`src/rtl/fetch_sequencer.sv`:
```
// Instruction fetch sequencer: steers the PC register, issues one instruction-memory
// request at a time and hands fetched words to decode, with branch/jump redirect.
module fetch_sequencer #(
    parameter logic [31:0] RESET_PC = 32'h0000_0000
) (
    input  logic        clk,
    input  logic        rst_n,
    input  logic [31:0] pc_in,
    output logic [31:0] next_addr,
    output logic        imem_req,
    output logic [31:0] imem_addr,
    input  logic        imem_ready,
    input  logic        imem_rvalid,
    input  logic [31:0] imem_rdata,
    output logic        instr_valid,
    output logic [31:0] instr,
    output logic [31:0] instr_pc,
    input  logic        instr_ready,
    input  logic        br_taken,
    input  logic [15:0] br_off,
    input  logic        j_taken,
    input  logic [25:0] j_target,
    output logic        misalign_err
);

    localparam logic [2:0] S_IDLE = 3'd0;
    localparam logic [2:0] S_REQ  = 3'd1;
    localparam logic [2:0] S_WAIT = 3'd2;
    localparam logic [2:0] S_HOLD = 3'd3;
    localparam logic [2:0] S_ERR  = 3'd4;

    logic [2:0]  state_q, state_d;
    logic        discard_q, discard_d;
    logic        misalign_q, misalign_d;
    logic [31:0] instr_q, instr_d;
    logic [31:0] instr_pc_q, instr_pc_d;
    logic [31:0] next_addr_s;

    logic        redirect_s;
    logic        misaligned_s;
    logic        req_s;
    logic        handshake_s;
    logic [31:0] seq_pc_s;
    logic [31:0] br_tgt_s;
    logic [31:0] j_tgt_s;
    logic [31:0] tgt_s;

    assign redirect_s   = br_taken | j_taken;
    assign seq_pc_s     = instr_pc_q + 32'd4;
    assign br_tgt_s     = seq_pc_s + {{14{br_off[15]}}, br_off, 2'b00};
    assign j_tgt_s      = {seq_pc_s[31:28], j_target, 2'b00};
    assign tgt_s        = j_taken ? j_tgt_s : br_tgt_s;
    assign misaligned_s = (pc_in[1:0] != 2'b00);
    // No new request while a squashed response is still due: keeps one in flight.
    assign req_s        = (state_q == S_REQ) && !discard_q && !misaligned_s;
    assign handshake_s  = req_s & imem_ready;

    // Next-state, next-PC and fetched-word capture.
    always_comb begin
        state_d     = state_q;
        discard_d   = discard_q;
        misalign_d  = misalign_q;
        instr_d     = instr_q;
        instr_pc_d  = instr_pc_q;
        next_addr_s = pc_in;
        case (state_q)
            S_IDLE: begin
                next_addr_s = RESET_PC;
                state_d     = S_REQ;
            end
            S_REQ: begin
                if (misaligned_s) begin
                    misalign_d = 1'b1;
                    state_d    = S_ERR;
                end else begin
                    if (discard_q && imem_rvalid) begin
                        discard_d = 1'b0;
                    end else begin
                        discard_d = discard_q;
                    end
                    if (redirect_s) begin
                        next_addr_s = tgt_s;
                    end else begin
                        next_addr_s = pc_in;
                    end
                    if (handshake_s && redirect_s) begin
                        discard_d = 1'b1;
                    end else if (handshake_s) begin
                        state_d = S_WAIT;
                    end else begin
                        state_d = S_REQ;
                    end
                end
            end
            S_WAIT: begin
                if (redirect_s) begin
                    next_addr_s = tgt_s;
                    discard_d   = !imem_rvalid;
                    state_d     = S_REQ;
                end else if (imem_rvalid) begin
                    instr_d    = imem_rdata;
                    instr_pc_d = pc_in;
                    state_d    = S_HOLD;
                end else begin
                    state_d = S_WAIT;
                end
            end
            S_HOLD: begin
                if (redirect_s) begin
                    next_addr_s = tgt_s;
                    state_d     = S_REQ;
                end else if (instr_ready) begin
                    next_addr_s = pc_in + 32'd4;
                    state_d     = S_REQ;
                end else begin
                    state_d = S_HOLD;
                end
            end
            S_ERR: begin
                state_d = S_ERR;
            end
            default: begin
                discard_d = 1'b0;
                state_d   = S_IDLE;
            end
        endcase
    end

    // State and fetched-word registers.
    always_ff @(posedge clk or negedge rst_n) begin
        if (!rst_n) begin
            state_q    <= S_IDLE;
            discard_q  <= 1'b0;
            misalign_q <= 1'b0;
            instr_q    <= 32'h0000_0000;
            instr_pc_q <= 32'h0000_0000;
        end else begin
            state_q    <= state_d;
            discard_q  <= discard_d;
            misalign_q <= misalign_d;
            instr_q    <= instr_d;
            instr_pc_q <= instr_pc_d;
        end
    end

    assign next_addr    = next_addr_s;
    assign imem_req     = req_s;
    assign imem_addr    = pc_in;
    assign instr_valid  = (state_q == S_HOLD);
    assign instr        = instr_q;
    assign instr_pc     = instr_pc_q;
    assign misalign_err = misalign_q;

endmodule

```
`config.mk`:
```
export PLATFORM = sky130hd
export DESIGN_NAME = fetch_sequencer
export DESIGN_NICKNAME = d
export VERILOG_FILES = /design/src/rtl/fetch_sequencer.sv
export SDC_FILE = /design/constraint.sdc
export NUM_CORES = 1
export LEC_CHECK = 0
export CAP_MARGIN = 30
export CORE_ASPECT_RATIO = 0.8
export CORE_MARGIN = 2
export CORE_UTILIZATION = 47
export DETAILED_ROUTE_END_ITERATION = 10
export PLACE_DENSITY_LB_ADDON = 0.25
export SLEW_MARGIN = 40
export SYNTH_ARGS = -nofsm -noshare
export SYNTH_HDL_FRONTEND = slang
export SYNTH_SLANG_ARGS = --single-unit
```
`constraint.sdc`:
```
create_clock -name clk -period 7.4 [get_ports clk]
set_clock_uncertainty 0.15 [all_clocks]
set_input_delay 2.22 -clock clk [delete_from_list [all_inputs] [get_ports clk]]
set_output_delay 2.22 -clock clk [all_outputs]
set_load 0.02 [all_outputs]
```
Word level (Yosys, flattened, before mapping)
Cells that the tools add are included.
{"block": "word_totals", "word_cells": 52, "out_inout_bits": 131, "reg_bits": 69}
{"block": "op_classes", "n_reduce_logical": 13, "n_bitwise": 4, "n_eq_ne": 8, "addsub": 3, "muxes": 19}
{"cell": "$mux W32", "count": 5}
{"cell": "$pmux W32 S4", "count": 1}
{"cell": "$add A32 B3 Y32 const B", "count": 2}
{"cell": "$add A32 B32 Y32", "count": 1}
{"cell": "$pmux W3 S5", "count": 1}
{"cell": "$mux W2", "count": 4}
{"cell": "$eq A3 B2 Y1 const B", "count": 2}
{"cell": "$mux W3", "count": 2}
{"cell": "$mux W1", "count": 5}
{"cell": "$logic_and A1 B1 Y1", "count": 4}
{"cell": "$ne A2 B2 Y1 const B", "count": 2}
{"cell": "$reduce_and A4 Y1", "count": 1}
{"cell": "$eq A3 B1 Y1 const B", "count": 1}
{"cell": "$eq A3 B3 Y1 const B", "count": 1}
{"cell": "$logic_not A1 Y1", "count": 3}
{"cell": "$logic_not A3 Y1", "count": 1}
{"cell": "$ne A3 B1 Y1 const B", "count": 1}
{"cell": "$ne A3 B3 Y1 const B", "count": 1}
{"cell": "$pmux W1 S3", "count": 1}
{"cell": "$reduce_and A3 Y1", "count": 1}
{"cell": "$reduce_or A3 Y1", "count": 1}
{"cell": "$not A1 Y1", "count": 2}
{"cell": "$reduce_and A2 Y1", "count": 1}
{"cell": "$reduce_bool A2 Y1", "count": 1}
{"cell": "2 further kinds", "count": 2}

Depth between registers and ports, before layout
Gate-level depths: netlist (run 1).
{"block": "logic_depth", "depth_word": 8, "ltp_mapped": 15}

Worst setup path after synthesis (run 1)
OpenSTA, ideal clock, no wires.
{"block": "synth_path", "path_kind": "input to output", "startpoint": "in br_off[0]", "endpoint": "out next_addr[30]", "cell_stages": 11, "arrival_time_ns": 4.604, "path_slack_ns": 0.426, "n_path_buf": 0, "cell_sequence": "ha_1 -> inv_1 -> fa_1 -> nand2b_1 -> a2111o_1 -> a211oi_2 -> nor2_1 -> o211ai_1 -> a221o_1 -> and3b_1 -> a211oi_2"}
{"block": "synth_via", "elab_chain_len": 5, "word_cells_on_any_way": 6, "classes_between": "1 x add/sub; 5 x mux"}
{"element": "start, declared", "line": "20", "text": "input logic [15:0] br_off,"}
{"element": "$add A32 B32 Y32 (*)", "line": "50", "text": "assign br_tgt_s = seq_pc_s + {{14{br_off[15]}}, br_off, 2'b00};"}
{"element": "$mux W32 (*)", "line": "52", "text": "assign tgt_s = j_taken ? j_tgt_s : br_tgt_s;"}
{"element": "$mux W32", "line": "81, 96"}
{"element": "$mux W32", "line": "72", "text": "if (misaligned_s) begin"}
{"element": "$pmux W32 S4 (*)", "line": "66", "text": "case (state_q)"}
{"element": "end, declared", "line": "9", "text": "output logic [31:0] next_addr,"}
Mark *: on every way between the ends. The rest lies on a longest branch, timed or not.

Worst setup path in the final report (run 1)
{"block": "layout_path", "startpoint": "in br_off[2]", "endpoint": "out next_addr[30]"}
Same word-level chain as after synthesis.

==> impl_results.md, run 1 <==
* Design Power at 1.726 mW
* Initial Util at 0.4826
* Global-route wire length before repair at 43110 um
* Hold Path Class: reg -> reg
* Critical Path Start Type: input port
* Power Density at 157.1 nW/um^2
* Vias in the first global route at 7911
* Ys Warns at 0
* GP Congestion at between 0.9 and 1
* Req. time, crit path at 5030 ps
* Largest net degree at the start of global routing at 70
* Row cnt at 39
* Min Tclk post-route at 7368 ps
* Max Fclk at about 140 MHz
* Area post-placement at a little over 10000 um^2
* Crit path arrival time at 5000 ps
* Status: complete, no violations
* CTS H-tree lvls at 3
* Commonest non-fill, non-tap cells in the layout: clkdlybuf4s50_1, buf_4, nand2_1, dfrtp_1, nor2_1
* Max cap viols at 0
* CP endpoint kind: output port
* Final wirelength at 28250 um
* CP max FO at 3
* Worst-Skew Late Latency at 350 ps
* Max clock buf depth at 2
* Via count at 8262
* Cell area after synthesis at 6924 um^2
* Drt pass-1 iters at 6
* Initial antenna violation count at 1
* CTS tree: built
* RSZ-0062 raised after global routing: true
* Post-route clock period utilization at 0.9956
* Synthesized instance count at 821
* Worst path bufs/invs at 2
* Port Buffer Count at 243
* DRC viols at 0
* Top delay family on crit path: compound AO/OA/AOI/OAI gates
* Ys flop type: dfrtp_1
* Global Route Usage Sum at 0.3467
* Die width at 139.7 um
* Post-synth EDFFs at 0
* Die ar. at 15720 um^2
* VDD IR max at 0.1713 mV
* Sequential-to-total area share from yosys stat at 0.2494
* Die Y at 112.6 um
* Commonest non-fill, non-tap cell in the layout: clkdlybuf4s50_1
* Worst stage delay on the critical path at 460 ps
* Hpwl dp at around 21000 um
* Worst Max-Slew Pin Slew at approximately 700 ps
* I/O pins at 244
* Final Hold Fails at 0
* Leakage at 5.012 nW
* Fin. max-slew vios at 0
* Flops & latches, synth at 69
* CTS Buf Count at 9
* Worst path cell trace: clkdlybuf4s50_1 > ha_4 > nand2b_4 > a2111o_1 > a211oi_4 > nor2_2 > o211ai_1 > a221o_1 > and3b_1 > a211oi_2 > buf_4
* Final Cell Area at 10990 um^2
* Nets at 1313
* Slew margin rel. at 0.5433
* Wire per inst at 20.87 um
* CTS sink count at 69
* Post-Place Cells at 1329
* Starting DRC count in detailed routing at 959
* Post-DRT Antenna Nets at 0
* Non-Filler Instances at ~1400
* Max stage delay cell, worst path: clkdlybuf4s50_1
* Synth Net Count at 970
* Vias per cell at 6.102
* Synth unique cells at 82
* Clock transition at path regs at 70 ps
* Final setup vio count at 0
* Share of cells above drive strength 1 at 0.2780
* Clk Tree Root Cell: clkbuf_16
* Core area at 14350 um^2
* Setup Crit Path Kind: in -> out
* Global route overflow at 0
* P&R area growth vs syn at 58.71%
* Mean area per synthesized cell at 8.434 um^2
* Async SR Flop Fraction at 1.000
[cell type report]
type | instances | area, um^2
Antenna cell | 1 | 2.502
Clock buffer | 9 | 225.2
Clock inverter | 7 | 88.84
Fill cell | 1104 | 3357
Inverter | 24 | 90.09
Multi-Input combinational cell | 654 | 4941
Sequential cell | 69 | 1727
Tap cell | 184 | 230.2
Timing Repair Buffer | 406 | 3685
[synth_stat cells (4+ instances only)]
cell | count | area share
dfrtp_1 | 69 | 0.25
nand2_1 | 69 | 0.037
nor2_1 | 64 | 0.035
o21ai_0 | 61 | 0.044
mux2_2 | 59 | 0.096
a21oi_1 | 56 | 0.040
ha_1 | 35 | 0.063
xnor2_1 | 35 | 0.044
buf_4 | 34 | 0.037
nand3_1 | 30 | 0.022
clkbuf_1 | 29 | 0.016
inv_1 | 23 | 0.012
a21o_1 | 20 | 0.022
nand4_1 | 17 | 0.015
nor3_1 | 15 | 0.011
xor2_1 | 13 | 0.016
o21a_1 | 11 | 0.012
and3_1 | 10 | 0.0090
a31oi_1 | 9 | 0.0081
a211oi_1 | 8 | 0.0087
a22oi_1 | 8 | 0.0087
o211ai_1 | 7 | 0.0076
nand2b_1 | 6 | 0.0054
o2111ai_1 | 6 | 0.0076
o221ai_1 | 6 | 0.0076
a311oi_1 | 5 | 0.0063
a41oi_1 | 5 | 0.0063
buf_2 | 5 | 0.0036
o31ai_1 | 5 | 0.0054
a32oi_1 | 4 | 0.0051
clkbuf_8 | 4 | 0.0080
nor4_1 | 4 | 0.0036
nor4_4 | 4 | 0.012
o22ai_1 | 4 | 0.0036
or3_1 | 4 | 0.0036
[per-layer routing]
metal / track usage / vias up / wire length, um
li1: - / 3731 / -
met1: 0.4795 / 3937 / 11630
met2: 0.5402 / 522 / 12730
met3: 0.07850 / 72 / 3038
met4: 0.1113 / 0 / 858
met5: 0 / - / 0
[cells by family (layout without fill, tap and decap cells)]
family / after synthesis / after routing / share of synthesized area
other: 0 / 1 / 0
muxes: 61 / 61 / 0.09884
DFF: 69 / 69 / 0.2494
adders and majority gates: 36 / 36 / 0.06614
buffers and inverters: 98 / 446 / 0.07950
AOI/OAI and AO/OA: 255 / 255 / 0.2488
and+or+nand+nor: 254 / 254 / 0.1966
xor gates and xnor gates: 48 / 48 / 0.06072
[final timing paths]
path | startpoint | endpoint | slack, ps | cells past startpoint
worst max-delay path | br_off[2] | next_addr[30] | 30 | 11
worst min-delay path | misalign_err | misalign_err | 340 | 2
worst max register to register | state_q[1] | instr_pc[29] | 5130 | 5
worst min register to register | misalign_err | misalign_err | 340 | 2
max in group asynchronous | rst_n | instr[24] | 4790 | 2
min in group asynchronous | rst_n | instr[26] | 1840 | 2
[flip-flops by register name, indices dropped and copies added, names as in the netlist]
| name | flops |
|---|---|
| instr | 32 |
| misalign_err | 1 |
| discard_q | 1 |
| instr_pc | 32 |
| state_q | 3 |
[timing repair]
action,in CTS,in global routing
endpoints found under the setup margin,24,19
cloned,0,1
pin swaps,17,20
gates resized for setup,87,53
hold buffers,0,0
setup buffers,5,2
[tightest hold or removal path, cell delays in order (launching register included)]
cell	delay, ps
dfrtp_1	350
inv_1	50
o31ai_1	60
[metrics by stage]
step	setup TNS, ps	util	setup slack (ps)	hold WS, ps
2_1_floorplan	0	-	426.3	356.6
3_3_place_gp	-9475	0.7179	-806.2	317.2
3_5_place_dp	-9950	0.7214	-855.7	313.0
4_1_cts	-6.015	0.7524	-6.015	344.5
5_1_grt	-52.56	0.7658	-11.47	367.5
6_report	0	0.7660	32.38	341.7
[report_power, final]
group,total [mW],switching (mW),internal [mW]
logic,0.813,0.446,0.367
clock network,0.483,0.212,0.271
registers,0.430,0.0341,0.396
total,1.73,0.692,1.03
(Power assumes the default switching activity.)
==> run 2: changes to the inputs <==
GPL_TIMING_DRIVEN = 0   (was unset)
==> run 2 against run 1 <==
- the run now ends with negative setup slack left
- combinational power fell by 2%
- register-to-register slack got worse by 270 ps
- critical path depth is 2 higher
- sequential share of layout area increased by 1.0 points
- hold slack gained 13 ps
- final cell count is 5.4% lower
- global-route usage is 2.5 points lower
- fmax is 1.5% lower
- critical path type unchanged
- critical endpoint unchanged
- highest routed layer unchanged
==> impl_results.md, run 2 (same netlist as run 1, synthesis figures left out) <==
* Commonest non-fill, non-tap cells in the layout: clkdlybuf4s50_1, nand2_1, dfrtp_1
* Clk Tree Root Cell: clkbuf_16
* Global Route Usage Sum at 0.3213 (-0.02537)
* WHS Path Cells at 1 (-1)
* RSZ-0062 raised after global routing: true
* Critical Path Start Type: input port
* Worst Max-Slew Pin Slew at 790.1 ps (+105.0 ps)
* Worst setup margin at -81.79 ps (-114.2 ps)
* Clock transition at path regs at 60 ps (about the same)
* Max clock buf depth at 2 (unchanged)
* Global route overflow at 0 (unchanged)
* Final Hold Fails at 0 (unchanged)
* Status: finished with violations
* Share of cells above drive strength 1 at 0.2188 (-0.05924)
* Row cnt at 39 (unchanged)
* Final setup vio count at 2 (+2)
* Multi-input logic area at 4961 um^2 (+0.41%)
* CTS Buf Count at 9 (unchanged)
* Vias per cell at 6.115 (+0.21%)
* Req. time, crit path at 5030 ps (about the same)
* Hpwl dp at 19610 um (-6.4%)
* Sum Neg Setup Slack at -94.28 ps (-94.28 ps)
* CTS H-tree lvls at 3 (unchanged)
* CTS tree: built
* Max cap viols at 0 (unchanged)
* DP Worst Slack at -1149 ps (-293.5 ps)
* DRC viols at 0 (unchanged)
* GP Congestion at 0.9722 (+2.7%)
* Wire per inst at 20.54 um (-1.5%)
* Drt pass-1 iters at 5 (-1)
* P&R area growth vs syn at 49.13%
* CP max FO at 3 (unchanged)
* Post-Place Cells at 1245 (-6.3%)
* Non-Filler Instances at 1281 (-5.4%)
* Final Cell Area at 10330 um^2 (-6.0%)
* Starting DRC count in detailed routing at 770 (-20%)
* Storage cell area at 1727 um^2 (unchanged)
* Initial Util at 0.4826 (unchanged)
* # hold bufs at CTS at 0 (unchanged)
* Power Density at 163.6 nW/um^2 (+4.1%)
* Reg2Reg Depth at 5 (unchanged)
* Filler Cells Inserted at 1128 (+2.2%)
* CTS sink count at 69 (unchanged)
* Die ar. at 15720 um^2 (unchanged)
* Vias in the first global route at 7325 (-7.4%)
* Global-route wire length before repair at 40080 um (-7.0%)
* Fin. max-slew vios at 0 (unchanged)
* Initial antenna violation count at 0 (-1)
* Post-route clock period utilization at 1.011 (+0.01543)
* Largest net degree at the start of global routing at 46 (-34%)
* Worst-Skew Late Latency at 350 ps (about the same)
* Via count at 7833 (-5.2%)
* Slew margin rel. at 0.4713 (-0.07194)
* Leakage at 4.591 nW (-8.4%)
* Min Tclk post-route at 7482 ps (+114.2 ps)
* I/O pins at 244 (unchanged)
* Nets at 1241 (-5.5%)
* Hold Path Class: reg -> reg
* Final wirelength at 26320 um (-6.9%)
* Setup Crit Path Kind: in -> out
* VDD IR max at 0.1349 mV (-21%)
* Failing checks: negative setup slack
* Die Y at 112.6 um (unchanged)
* Commonest non-fill, non-tap cell in the layout: clkdlybuf4s50_1
* Max Fclk at 133.7 MHz (-1.5%)
* Core area at 14350 um^2 (unchanged)
* # diodes at 0 (-1)
* Port Buffer Count at 239 (-1.6%)
* Area post-placement at 9575 um^2 (-7.5%)
* Crit path arrival time at 5110 ps (+110 ps)
* Post-DRT Antenna Nets at 0 (unchanged)
* Die width at 139.7 um (unchanged)
* CP endpoint kind: output port
* Worst hold slack at 354.6 ps (+12.96 ps)
run 2: changes by cell type in the layout (fill, tap and decap cells not counted), sizes merged, moves of 4 or more:
cell,change
buf,-100
clkbuf,+34
clkdlybuf4s50,-17
dlygate4sd2,+8
dlymetal6s2s,+4
run 2: cell type report:
type	instances	share of cell area
flip-flops and latches	69	0.1672
multi-input cells	654	0.4804
repair buffers	262	0.2468
clock buffers	9	0.02181
well taps	184	0.02229
plain buffers	72	0.04435
inverters	24	0.008724
clock inverters	7	0.008361
run 2: power breakdown:
part	total [mW]	internal, mW	switching (mW)
Combinational	0.796	0.334	0.462
Sequential	0.414	0.397	0.0177
Clock	0.479	0.270	0.209
run 2: stage by stage:
stage                     utilization  total power [mW]
final                          0.7198             1.689
after global routing           0.7198             1.756
after CTS                      0.7035             1.666
after detailed placement       0.6675             1.190
after global placement         0.6654             1.186
after floorplan                     -            0.8271
run 2: repair_timing:
item | 4_1_cts | 5_1_grt
resized for setup | 112 | 60
pin swaps | 17 | 23
setup buffers | 11 | 12
cloned | 0 | 0
setup endpoints to repair | 27 | 23
run 2: critical path, stage by stage:
cell and delay, ps:
buf_6 70, ha_4 120, inv_2 40, fa_2 380
nand2b_4 160, a2111o_1 440, a211oi_4 340, nor2_2 80
o211ai_1 360, a221o_1 260, and3b_1 200, a211oi_2 250
buf_4 190
run 2: path summary, 6_finish.rpt:
kind	startpoint	end	slack (ps)
setup reg to reg	state_q[2]	instr_pc[18]	4860
setup / recovery	br_off[0]	next_addr[30]	-80
hold / removal	instr[8]	instr[8]	350
hold reg to reg	instr[8]	instr[8]	350
max in group asynchronous	rst_n	instr[2]	4990
min in group asynchronous	rst_n	instr[30]	1580
run 2: layer usage:
| layer | track usage | vias to the layer above | wire length [um] |
|---|---|---|---|
| li1 | - | 3585 | - |
| met1 | 0.4439 | 3717 | 10980 |
| met2 | 0.5024 | 485 | 11860 |
| met3 | 0.08618 | 46 | 2972 |
| met4 | 0.07933 | 0 | 505 |
| met5 | 0 | - | 0 |
